### config.mk
export PLATFORM = sky130hd
export DESIGN_NAME = calc_op_sequencer_flat
export DESIGN_NICKNAME = d
export VERILOG_FILES = /design/src/rtl/calc_op_sequencer_if.sv /design/src/rtl/calc_op_sequencer.sv /design/src/flat_wrapper.sv
export SDC_FILE = /design/constraint.sdc
export NUM_CORES = 1
export LEC_CHECK = 0
export CORE_MARGIN = 1.5
export CORE_UTILIZATION = 43
export DETAILED_ROUTE_END_ITERATION = 8
export PLACE_DENSITY = 0.84
export SLEW_MARGIN = 20
export SYNTH_ARGS = -nofsm -noshare
export SYNTH_HDL_FRONTEND = slang
export SYNTH_SLANG_ARGS = --single-unit
### constraint.sdc
create_clock -name clk -period 5.7 [get_ports clk]
set_clock_uncertainty 0.05 [all_clocks]
set_input_delay 1.71 -clock clk [delete_from_list [all_inputs] [get_ports clk]]
set_output_delay 1.71 -clock clk [all_outputs]
set_load 0.005 [all_outputs]
### src/rtl/calc_op_sequencer_if.sv
// Request, functional-unit and result signals of the calculator op sequencer.
// The sequencer uses the slave view; the requester/unit side uses the master view.
interface calc_op_sequencer_if #(
  parameter int WIDTH = 16
);
  logic               start;
  logic [2:0]         op;
  logic [WIDTH-1:0]   a;
  logic [WIDTH-1:0]   b;
  logic [WIDTH-1:0]   unit_a;
  logic [WIDTH-1:0]   unit_b;
  logic               unit_sub;
  logic [3:0]         unit_init;
  logic               unit_clr;
  logic [3:0]         unit_done;
  logic [4*WIDTH-1:0] unit_res;
  logic [WIDTH-1:0]   result;
  logic               valid;
  logic               busy;
  logic               err;
  logic [1:0]         err_code;

  modport slave (
    input  start, op, a, b, unit_done, unit_res,
    output unit_a, unit_b, unit_sub, unit_init, unit_clr,
           result, valid, busy, err, err_code
  );

  modport master (
    output start, op, a, b, unit_done, unit_res,
    input  unit_a, unit_b, unit_sub, unit_init, unit_clr,
           result, valid, busy, err, err_code
  );
endinterface

### src/rtl/calc_op_sequencer.sv
// Dispatches one calculator op to a shared unit, waits for done (watchdog-bounded), captures result.
// Latency: init at k+1, valid at k+N+2; start is only sampled in IDLE, never queued.
module calc_op_sequencer #(
  parameter int WIDTH   = 16,
  parameter int TIMEOUT = 255
) (
  input  logic                 clk,
  input  logic                 rst,
  calc_op_sequencer_if.slave   io
);
  localparam int TW = $clog2(TIMEOUT + 1);

  typedef enum logic [2:0] {
    S_IDLE, S_DISPATCH, S_WAIT, S_CAPTURE, S_ABORT
  } state_e;

  state_e           state_q, state_d;
  logic [WIDTH-1:0] a_q, a_d, b_q, b_d, res_q, res_d;
  logic             sub_q, sub_d;
  logic [1:0]       sel_q, sel_d;
  logic [1:0]       code_q, code_d;
  logic [TW-1:0]    timer_q, timer_d;

  always_ff @(posedge clk) begin
    if (!rst) begin
      state_q <= S_IDLE;
      a_q     <= '0;
      b_q     <= '0;
      res_q   <= '0;
      sub_q   <= 1'b0;
      sel_q   <= 2'd0;
      code_q  <= 2'd0;
      timer_q <= '0;
    end else begin
      state_q <= state_d;
      a_q     <= a_d;
      b_q     <= b_d;
      res_q   <= res_d;
      sub_q   <= sub_d;
      sel_q   <= sel_d;
      code_q  <= code_d;
      timer_q <= timer_d;
    end
  end

  always_comb begin
    state_d = state_q;
    a_d     = a_q;
    b_d     = b_q;
    res_d   = res_q;
    sub_d   = sub_q;
    sel_d   = sel_q;
    code_d  = code_q;
    timer_d = timer_q;
    case (state_q)
      S_IDLE: begin
        if (io.start) begin
          if (io.op > 3'd4) begin
            code_d  = 2'd1;
            state_d = S_ABORT;
          end else if (io.op == 3'd3 && io.b == '0) begin
            code_d  = 2'd2;
            state_d = S_ABORT;
          end else begin
            a_d   = io.a;
            b_d   = io.b;
            sub_d = (io.op == 3'd1);
            case (io.op)
              3'd0, 3'd1: sel_d = 2'd0;
              3'd2:       sel_d = 2'd1;
              3'd3:       sel_d = 2'd2;
              default:    sel_d = 2'd3;
            endcase
            code_d  = 2'd0;
            state_d = S_DISPATCH;
          end
        end
      end
      S_DISPATCH: begin
        timer_d = '0;
        state_d = S_WAIT;
      end
      S_WAIT: begin
        // Only the selected unit's done matters; the others may be stale.
        if (io.unit_done[sel_q]) begin
          res_d   = io.unit_res[int'(sel_q)*WIDTH +: WIDTH];
          state_d = S_CAPTURE;
        end else if (timer_q == TW'(TIMEOUT - 1)) begin
          code_d  = 2'd3;
          state_d = S_ABORT;
        end else begin
          timer_d = timer_q + TW'(1);
        end
      end
      default: state_d = S_IDLE;
    endcase
  end

  always_comb begin
    io.unit_init = 4'b0000;
    if (state_q == S_DISPATCH) io.unit_init[sel_q] = 1'b1;
    io.unit_clr  = !rst || state_q == S_CAPTURE || state_q == S_ABORT;
    io.valid     = (state_q == S_CAPTURE);
    io.err       = (state_q == S_ABORT);
    io.busy      = (state_q != S_IDLE);
    io.unit_a    = a_q;
    io.unit_b    = b_q;
    io.unit_sub  = sub_q;
    io.result    = res_q;
    io.err_code  = code_q;
  end
endmodule
### src/flat_wrapper.sv
// flat-port wrapper written by rule: the top's interface ports become plain ports
module calc_op_sequencer_flat 
#(
  parameter int WIDTH   = 16,
  parameter int TIMEOUT = 255
)
  (clk, rst, io_start, io_op, io_a, io_b, io_unit_done, io_unit_res, io_unit_a, io_unit_b, io_unit_sub, io_unit_init, io_unit_clr, io_result, io_valid, io_busy, io_err, io_err_code);
  calc_op_sequencer_if #(.WIDTH(WIDTH)) io_i ();
  input  logic clk;
  input  logic rst;
  input wire logic [$bits(io_i.start)-1:0] io_start;
  input wire logic [$bits(io_i.op)-1:0] io_op;
  input wire logic [$bits(io_i.a)-1:0] io_a;
  input wire logic [$bits(io_i.b)-1:0] io_b;
  input wire logic [$bits(io_i.unit_done)-1:0] io_unit_done;
  input wire logic [$bits(io_i.unit_res)-1:0] io_unit_res;
  output wire logic [$bits(io_i.unit_a)-1:0] io_unit_a;
  output wire logic [$bits(io_i.unit_b)-1:0] io_unit_b;
  output wire logic [$bits(io_i.unit_sub)-1:0] io_unit_sub;
  output wire logic [$bits(io_i.unit_init)-1:0] io_unit_init;
  output wire logic [$bits(io_i.unit_clr)-1:0] io_unit_clr;
  output wire logic [$bits(io_i.result)-1:0] io_result;
  output wire logic [$bits(io_i.valid)-1:0] io_valid;
  output wire logic [$bits(io_i.busy)-1:0] io_busy;
  output wire logic [$bits(io_i.err)-1:0] io_err;
  output wire logic [$bits(io_i.err_code)-1:0] io_err_code;
  assign io_i.start = io_start;
  assign io_i.op = io_op;
  assign io_i.a = io_a;
  assign io_i.b = io_b;
  assign io_i.unit_done = io_unit_done;
  assign io_i.unit_res = io_unit_res;
  assign io_unit_a = io_i.unit_a;
  assign io_unit_b = io_i.unit_b;
  assign io_unit_sub = io_i.unit_sub;
  assign io_unit_init = io_i.unit_init;
  assign io_unit_clr = io_i.unit_clr;
  assign io_result = io_i.result;
  assign io_valid = io_i.valid;
  assign io_busy = io_i.busy;
  assign io_err = io_i.err;
  assign io_err_code = io_i.err_code;
  calc_op_sequencer #(.WIDTH(WIDTH), .TIMEOUT(TIMEOUT)) u_core (.clk(clk), .rst(rst), .io(io_i));
endmodule
==> impl_metrics.csv, run 1 <==
group,metric,value,unit
status,status,"finished, final reports clean",
power_and_ir_drop,ir_drop,0.0001188,V
min_path,hold_path.class,"reg -> reg",
sta,max_slew.worst_pin.slew,989.7,ps
power_and_ir_drop,p_sw,0.0003254,W
grt,grt_util_all_layers,24.27,%
yosys,synth-main-ff-cell,"dfxtp_1",
sta,drv_slew,0,
yosys,ys_types,40,
yosys,async_reset_ff_share,0,%
routing,vias_per_cell,5.119,
yosys,seq_area_frac_synth,40.88,%
yosys,synth_most_common_cell,"nand2_1",
sta,setup_tns,0,ps
yosys,yosys_warnings,0,
placement,dp_hpwl,6874,µm
power_and_ir_drop,pwr-share-comb,24.7,%
sta,finalCritPeriodShare,77.87,%
sta,finalHoldViolations,0,
floorplan,fp-row-count,30,
clock_network,hold_buffers,0,
yosys,synth_top_area_cell,"dfxtp_1",
layout,n_antenna_cell,0,
routing,wire_per_inst,15.39,µm
floorplan,die_h,88.38,µm
power_and_ir_drop,p_clk_share,33.1,%
sta,max_slew_margin,33.93,%
clock_network,cts_setup_buffers,0,
floorplan,io_pins,165,
flow_run,cap_viol_max_count,0,
clock_network,clkSinkCount,64,
clock_network,cts_tree,"yes",
worst_setup_path,startpoint_type,"input pin",
grt,grt.busiest_layer,"met2",
grt,global_route.usage.met3,5.504,%
yosys,synth_edf_count,0,
sta,fmax,225.3,MHz
yosys,avgSynthCellArea,9.273,µm²
placement,gp_congestion,0.8539,
clock_network,clk_path_buf_depth,2,
worst_setup_path,crit_family,"buffers and inverters",
worst_setup_path,arrival,2680,ps
power_and_ir_drop,pwr-share-seq,42.3,%
worst_setup_path,required,3940,ps
placement,placed_cell_area,4832,µm²
clock_network,cts_root_buf,"clkbuf_8",
yosys,synth_top_area_share,40.88,%
layout,design_area,5036,µm²
yosys,ys_ff_latch,64,
clock_network,clock_latency,340,ps
routing,drt_iter0_drc,121,
layout,drive_above_1_share,8.818,%
clock_network,cts_resized,0,
yosys,synth_commonest_cells,"nand2_1, dfxtp_1, mux2i_1",
grt,grt_antenna_before_repair,0,
worst_setup_path,crit_path_end_kind,"primary output",
yosys,synth_area,3134,µm²
grt,grt_pass1_wl,14580,µm
layout,area_growth,60.68,%
layout,nets,602,
worst_setup_path,cp_cell_sequence,"buf_2, or3b_2, clkdlybuf4s50_1",
grt,grt_pass1_vias,3102,
placement,io_buffer_count,164,
sta,rsz0062_at_grt,"false",
power_and_ir_drop,p_per_area,240.4,nW/µm²
worst_setup_path,crit_slowest_cell,"clkdlybuf4s50_1",
grt,gr-usage-met2,41.64,%
routing,final_antenna_net_count,0,
worst_setup_path,critPathKind,"in -> out",
yosys,syn-num-nets,446,
layout,regArea,1281,µm²
power_and_ir_drop,p_leak,1.784,nW
sta,setup_viol,0,
floorplan,fp.dieW,88.38,µm
power_and_ir_drop,p_sw_share,26.88,%
floorplan,die_area,7810,µm²
grt,grt_max_degree,92,
worst_setup_path,crit_fanout,2,
routing,first_pass_iters,4,
floorplan,initial_core_util,45.38,%
power_and_ir_drop,intPower,0.0008852,W
grt,grt_use_met1,28.21,%
layout,nFillCells,550,
routing,vias,3046,
clock_network,h-tree-depth,3,
routing,wl,9160,µm
grt,grt_remaining_overflow,0,
yosys,postSynthCellCount,338,
worst_setup_path,critPathBufInv,2,
layout,multiInputGateArea,1748,µm²
yosys,ys_top_cells_by_area,"dfxtp_1, nand2_1, mux4_2",
sta,min_period,4438,ps
routing,drcViolationCount,0,
floorplan,coreArea,6907,µm²
clock_network,numCtsBuffers,9,
worst_setup_path,cp_slowest_stage_delay,450,ps
clock_network,path_clk_slew,80,ps
-- per-stage QoR --
stage / power, W / util, % / hold slack, ps / worst slack, ps / instances
3_5_place_dp: 0.0008203 / 69.96 / 399.3 / 1263 / 579
5_1_grt: 0.001265 / 72.92 / 430.4 / 1239 / 595
6_report: 0.001211 / 72.92 / 406.9 / 1262 / 595
4_1_cts: 0.001219 / 72.92 / 410.2 / 1261 / 595
2_1_floorplan: 0.0006506 / - / 401.1 / 1537 / 338
3_3_place_gp: 0.0008094 / 69.67 / 391.4 / 1265 / 578
-- power groups by stage --
stage	logic (W)	registers, W	clock network, W
after CTS	0.000301	0.000512	0.000407
final	0.000299	0.000511	0.000400
after global placement	0.000290	0.000520	0
after detailed placement	0.000299	0.000521	0
after global routing	0.000322	0.000517	0.000426
after floorplan	0.000142	0.000509	0
-- registers in the layout, indices dropped and copies added, names as in the netlist --
name,cells
u_core.io.err_code,2
u_core.io.unit_sub,1
u_core.state_q,3
u_core.io.result,16
u_core.io.unit_a,16
u_core.timer_q,8
u_core.io.unit_b,16
u_core.sel_q,2
-- cell usage in the layout, fill, tap and decap left out, types with 5 or more instances in the layout --
master | Yosys | routed
mux4_2 | 17 | 17
a21boi_0 | 16 | 16
o21ai_0 | 5 | 5
nor4_1 | 5 | 5
clkbuf_8 | 0 | 10
a21oi_1 | 7 | 7
clkdlybuf4s50_1 | 0 | 163
mux2i_1 | 32 | 32
dfxtp_1 | 64 | 64
nor2_1 | 8 | 8
nand2_1 | 109 | 109
-- logic make-up after synthesis --
group	synth area share, %
and+or+nand+nor	22.08
AOI/OAI and AO/OA	8.543
buffers and inverters	3.513
DFF	40.88
adders and majority gates	0.7983
xor gates and xnor gates	1.397
muxes	22.79
-- cell type report --
class	count	share of cell area [%]
multi-input cells	249	34.71
inverters	3	0.2236
repair buffers	167	33.19
flip-flops and latches	64	25.44
clock inverters	6	1.317
clock buffers	10	2.733
well taps	96	2.385
-- worst min-delay path, delay by kind of cell (launching register included) --
family           cells  cell delay, ps
muxes                1              50
and+or+nand+nor      1              50
DFF                  1             310
-- path summary, 6_finish.rpt --
kind              depth (start not counted)  slack (ps)                    end                 from
setup / recovery                          3        1260            io_unit_clr                  rst
hold / removal                            2         410    u_core.io.unit_a[1]  u_core.io.unit_a[1]
setup reg to reg                          4        2940  u_core.io.err_code[0]      u_core.sel_q[1]
hold reg to reg                           2         410    u_core.io.unit_a[1]  u_core.io.unit_a[1]
-- metal layers --
| metal | wire [µm] | vias to the layer above |
|---|---|---|
| met5 | 0 | - |
| met4 | 338 | 0 |
| met3 | 408 | 24 |
| met2 | 4675 | 85 |
| met1 | 3737 | 1442 |
| li1 | - | 1495 |
Note: power is estimated with default switching activity, not from simulation.
==> run 2: changes to the inputs <==
--- a/config.mk
+++ b/config.mk
@@ -6,9 +6,9 @@
 export NUM_CORES = 1
 export LEC_CHECK = 0
 export CORE_MARGIN = 1.5
-export CORE_UTILIZATION = 43
+export CORE_UTILIZATION = 40
 export DETAILED_ROUTE_END_ITERATION = 8
-export PLACE_DENSITY = 0.84
+export PLACE_DENSITY = 0.78
 export SLEW_MARGIN = 20
 export SYNTH_ARGS = -nofsm -noshare
 export SYNTH_HDL_FRONTEND = slang
==> constraint.sdc (replaced) <==
create_clock -name clk -period 4.5 [get_ports clk]
set_clock_uncertainty 0.05 [all_clocks]
set_input_delay 1.35 -clock clk [delete_from_list [all_inputs] [get_ports clk]]
set_output_delay 1.35 -clock clk [all_outputs]
set_load 0.005 [all_outputs]
==> impl_metrics.csv, run 2 (synthesis results as in run 1) <==
group,metric,value,unit
clock_network,clkSinkCount,64,
sta,setup_viol,0,
routing,wire_per_inst,15.01,µm
clock_network,h-tree-depth,3,
worst_setup_path,crit_fanout,2,
routing,first_pass_iters,4,
worst_setup_path,required,3100,ps
min_path,whs_endpoint,"u_core.io.unit_b[6]",
layout,final_common_cell,"clkdlybuf4s50_1",
clock_network,cts_tree,"yes",
power_and_ir_drop,p_leak,1.784,nW
routing,wl,9003,µm
grt,grt_pass1_vias,2989,
power_and_ir_drop,ir_drop,0.0002214,V
floorplan,fp.dieW,91.52,µm
layout,finalNonFillerCells,600,
floorplan,coreArea,7647,µm²
clock_network,numCtsBuffers,9,
clock_network,cts_root_buf,"clkbuf_8",
routing,vias_per_cell,5.025,
sta,min_period,3751,ps
routing,drcViolationCount,0,
floorplan,initial_core_util,40.98,%
min_path,min_from,"u_core.io.unit_b[6]",
flow_run,cap_viol_max_count,0,
sta,rsz0062_at_grt,"false",
placement,dpl.cell_count,585,
sta,max_slew_margin,38.16,%
layout,drive_above_1_share,8.434,%
worst_setup_path,arrival,2350,ps
worst_setup_path,worstReg2RegStart,"u_core.sel_q[1]",
layout,final_cell_mix,"clkdlybuf4s50_1, nand2_1, dfxtp_1",
floorplan,io_pins,165,
routing,wl_met3,453,µm
sta,fmax,266.6,MHz
power_and_ir_drop,p_per_area,298.8,nW/µm²
layout,post-route-util,65.56,%
placement,place_ws,755.8,ps
clock_network,cts_setup_buffers,0,
placement,io_buffer_count,164,
grt,grt_util_all_layers,22.04,%
placement,gp_congestion,0.7934,
grt,grt_pass1_wl,14410,µm
routing,wl_met1,3641,µm
routing,topRoutingLayerUsed,"met4",
routing,vias,3015,
worst_setup_path,r2r_cells,4,
layout,area_growth,59.96,%
routing,drt_iter0_drc,114,
sta,drv_slew,0,
grt,grt_antenna_before_repair,0,
floorplan,die_h,91.52,µm
floorplan,die_area,8376,µm²
worst_setup_path,startpoint_type,"input pin",
worst_setup_path,regToRegSetupSlack,1820,ps
clock_network,clk_path_buf_depth,2,
sta,setup_tns,0,ps
grt,grt_max_degree,92,
worst_setup_path,regToRegEndpoint,"u_core.io.err_code[0]",
floorplan,fp-row-count,32,
clock_network,cts_resized,0,
min_path,hold_path.class,"reg -> reg",
layout,n_antenna_cell,0,
layout,nets,602,
worst_setup_path,critPathKind,"in -> out",
sta,finalCritPeriodShare,83.36,%
sta,setup_ws,749.0,ps
worst_setup_path,crit_path_end_kind,"primary output",
clock_network,clock_latency,340,ps
min_path,hold_depth,2,
placement,dp_hpwl,6833,µm
routing,met2_length,4616,µm
grt,grt_remaining_overflow,0,
sta,finalHoldViolations,0,
clock_network,hold_buffers,0,
sta,max_slew.worst_pin.slew,927.1,ps
clock_network,path_clk_slew,70,ps
status,status,"finished, final reports clean",
routing,final_antenna_net_count,0,
-- run 2: cell types whose count changed in the layout (fill, tap and decap cells not counted), sizes merged --
| cell | before | now |
|---|---|---|
| inv | 4 | 3 |
| clkinv | 1 | 3 |
| clkinvlp | 3 | 0 |
| clkbuf | 10 | 11 |
-- run 2: worst max path at each step --
stage / slack [ps] / startpoint / to
after floorplan: 1060 / rst / io_unit_clr
after global placement: 740 / rst / io_unit_clr
after detailed placement: 760 / rst / io_unit_clr
after CTS: 750 / rst / io_unit_clr
after global routing: 730 / rst / io_unit_clr
final: 750 / rst / io_unit_clr
-- run 2: layout make-up --
type / count / area [µm²]
Fill cell: 631 / 2634
Multi-Input combinational cell: 249 / 1748
Timing Repair Buffer: 167 / 1659
Sequential cell: 64 / 1281
Clock buffer: 11 / 141.4
Tap cell: 102 / 127.6
Clock inverter: 4 / 45.04
Inverter: 3 / 11.26
-- run 2: routing by layer --
metal	vias up	global-route usage (%)
met3	25	7.621
met4	0	8.594
met2	81	37.44
met1	1419	25.32
met5	-	0
li1	1490	-
-- run 2: worst max-delay path: stages --
cell	delay, ps
buf_2	90
or3b_2	430
clkdlybuf4s50_1	480
-- run 2: report_power, final --
part / switching (W) / leakage, nW / total (W) / internal [W]
clock network: 0.000211 / 0.0989 / 0.000476 / 0.000265
logic: 0.000140 / 1.16 / 0.000379 / 0.000239
registers: 0.0000351 / 0.521 / 0.000643 / 0.000608
total: 0.000386 / 1.78 / 0.00150 / 0.00111
-- run 2: metrics by stage --
| stage | hold WS, ps | power (W) | instance area [µm²] |
|---|---|---|---|
| 2_1_floorplan | 401.1 | 0.0008241 | 3134 |
| 5_1_grt | 428.6 | 0.001570 | 5014 |
| 3_5_place_dp | 396.8 | 0.001035 | 4827 |
| 3_3_place_gp | 392.2 | 0.001027 | 4827 |
| 6_report | 404.5 | 0.001498 | 5014 |
| 4_1_cts | 408.1 | 0.001513 | 5014 |
==> run 3: changes to the inputs <==
--- a/config.mk
+++ b/config.mk
@@ -6,9 +6,9 @@
 export NUM_CORES = 1
 export LEC_CHECK = 0
 export CORE_MARGIN = 1.5
-export CORE_UTILIZATION = 40
+export CORE_UTILIZATION = 36
 export DETAILED_ROUTE_END_ITERATION = 8
-export PLACE_DENSITY = 0.78
+export PLACE_DENSITY = 0.74
 export SLEW_MARGIN = 20
 export SYNTH_ARGS = -nofsm -noshare
 export SYNTH_HDL_FRONTEND = slang
==> constraint.sdc (replaced) <==
create_clock -name clk -period 3.15 [get_ports clk]
set_clock_uncertainty 0.05 [all_clocks]
set_input_delay 0.945 -clock clk [delete_from_list [all_inputs] [get_ports clk]]
set_output_delay 0.945 -clock clk [all_outputs]
set_load 0.005 [all_outputs]
==> impl_metrics.csv, run 3 (synthesis results as in run 1) <==
group,metric,value,unit
grt,gr-usage-met2,34.68,%
layout,nets,609,
sta,fmax,337.5,MHz
grt,grt.busiest_layer,"met2",
layout,area_growth,62.63,%
placement,dp_hpwl,7204,µm
clock_network,path_clk_slew,60,ps
layout,finalNonFillerCells,609,
sta,max_slew.worst_pin.slew,860.0,ps
placement,io_buffer_count,164,
clock_network,clk_path_buf_depth,2,
routing,vias,3075,
sta,finalCritPeriodShare,94.07,%
grt,grt_util_all_layers,20.80,%
sta,min_period,2963,ps
power_and_ir_drop,ir_drop,0.0002308,V
grt,global_route.usage.met3,4.818,%
placement,gp_congestion,0.8376,
floorplan,io_pins,165,
layout,design_area,5097,µm²
layout,drive_above_1_share,9.722,%
worst_setup_path,worstSetupStartpoint,"rst",
grt,grt_antenna_before_repair,0,
placement,dpl.cell_count,595,
grt,grt_pass1_vias,2991,
grt,grt_pass1_wl,14580,µm
floorplan,die_h,96.31,µm
grt,grt_use_met1,24.90,%
clock_network,clock_latency,330,ps
power_and_ir_drop,p_per_area,429.5,nW/µm²
clock_network,cts_tree,"yes",
min_path,min_from,"u_core.io.unit_b[7]",
placement,placed_cell_area,4903,µm²
routing,drcViolationCount,0,
clock_network,h-tree-depth,3,
sta,setup_viol,0,
clock_network,cts_resized,0,
clock_network,numCtsBuffers,9,
sta,rsz0062_at_grt,"false",
clock_network,cts_setup_buffers,0,
floorplan,fp-row-count,33,
status,status,"finished, final reports clean",
clock_network,hold_buffers,0,
worst_setup_path,startpoint_type,"input pin",
grt,grt_max_degree,92,
sta,finalHoldViolations,0,
routing,vias_per_cell,5.049,
worst_setup_path,required,2150,ps
clock_network,cts_root_buf,"clkbuf_8",
routing,drt_iter0_drc,116,
clock_network,clkSinkCount,64,
worst_setup_path,worstReg2RegStart,"u_core.state_q[0]",
floorplan,die_area,9275,µm²
floorplan,fp.dieW,96.31,µm
floorplan,initial_core_util,37.58,%
routing,final_antenna_net_count,0,
routing,first_pass_iters,4,
floorplan,coreArea,8341,µm²
worst_setup_path,arrival,1970,ps
layout,final_cell_mix,"clkdlybuf4s50_1, nand2_1, dfxtp_1",
power_and_ir_drop,p_leak,1.823,nW
layout,final_common_cell,"clkdlybuf4s50_1",
sta,drv_slew,0,
min_path,hold_path.class,"reg -> reg",
grt,grt_remaining_overflow,0,
worst_setup_path,crit_fanout,2,
sta,max_slew_margin,42.67,%
routing,wire_per_inst,15.46,µm
worst_setup_path,critPathKind,"in -> out",
flow_run,cap_viol_max_count,0,
routing,wl,9413,µm
layout,n_antenna_cell,0,
worst_setup_path,crit_path_end_kind,"primary output",
-- run 3: power by group --
| group | internal (W) | switching [W] |
|---|---|---|
| Sequential | 0.000869 | 0.0000423 |
| Clock | 0.000399 | 0.000303 |
| Combinational | 0.000359 | 0.000217 |
-- run 3: worst paths after layout --
kind                          to  cells after the start  slack (ps)
max reg2reg  u_core.io.unit_a[3]                      6         920
min reg2reg  u_core.io.unit_b[7]                      2         410
max                  io_unit_clr                      3         190
min          u_core.io.unit_b[7]                      2         410
-- run 3: per-layer routing --
layer  vias up  part of all wire (%)  wire length, µm
met2        94                    50             4739
met3        27                   4.8              456
met1      1448                    41             3905
met4         0                   3.3              312
li1       1506                     -                -
met5         -                     0                0
-- run 3: stage by stage --
stage	hold slack [ps]	setup slack [ps]	util [%]	total power [W]	TNS, ps
final	405.3	186.7	61.12	0.002189	0
after global routing	426.0	120.5	61.12	0.002304	0
after CTS	408.5	172.8	61.12	0.002207	0
after detailed placement	397.4	135.6	58.79	0.001506	0
after global placement	391.3	-6.659	58.46	0.001486	-133.8
after floorplan	401.1	516.8	-	0.001177	0
-- run 3: critical path, stage by stage --
cell and delay, ps:
buf_2 100, or3b_2 440, clkdlybuf4s50_1 480
-- run 3: layout make-up --
class,count,area [µm²]
Inverter,3,11.26
Fill cell,709,3243
Clock buffer,11,151.4
Timing Repair Buffer,174,1732
Clock inverter,3,42.54
Tap cell,105,131.4
Sequential cell,64,1281
Multi-Input combinational cell,249,1748
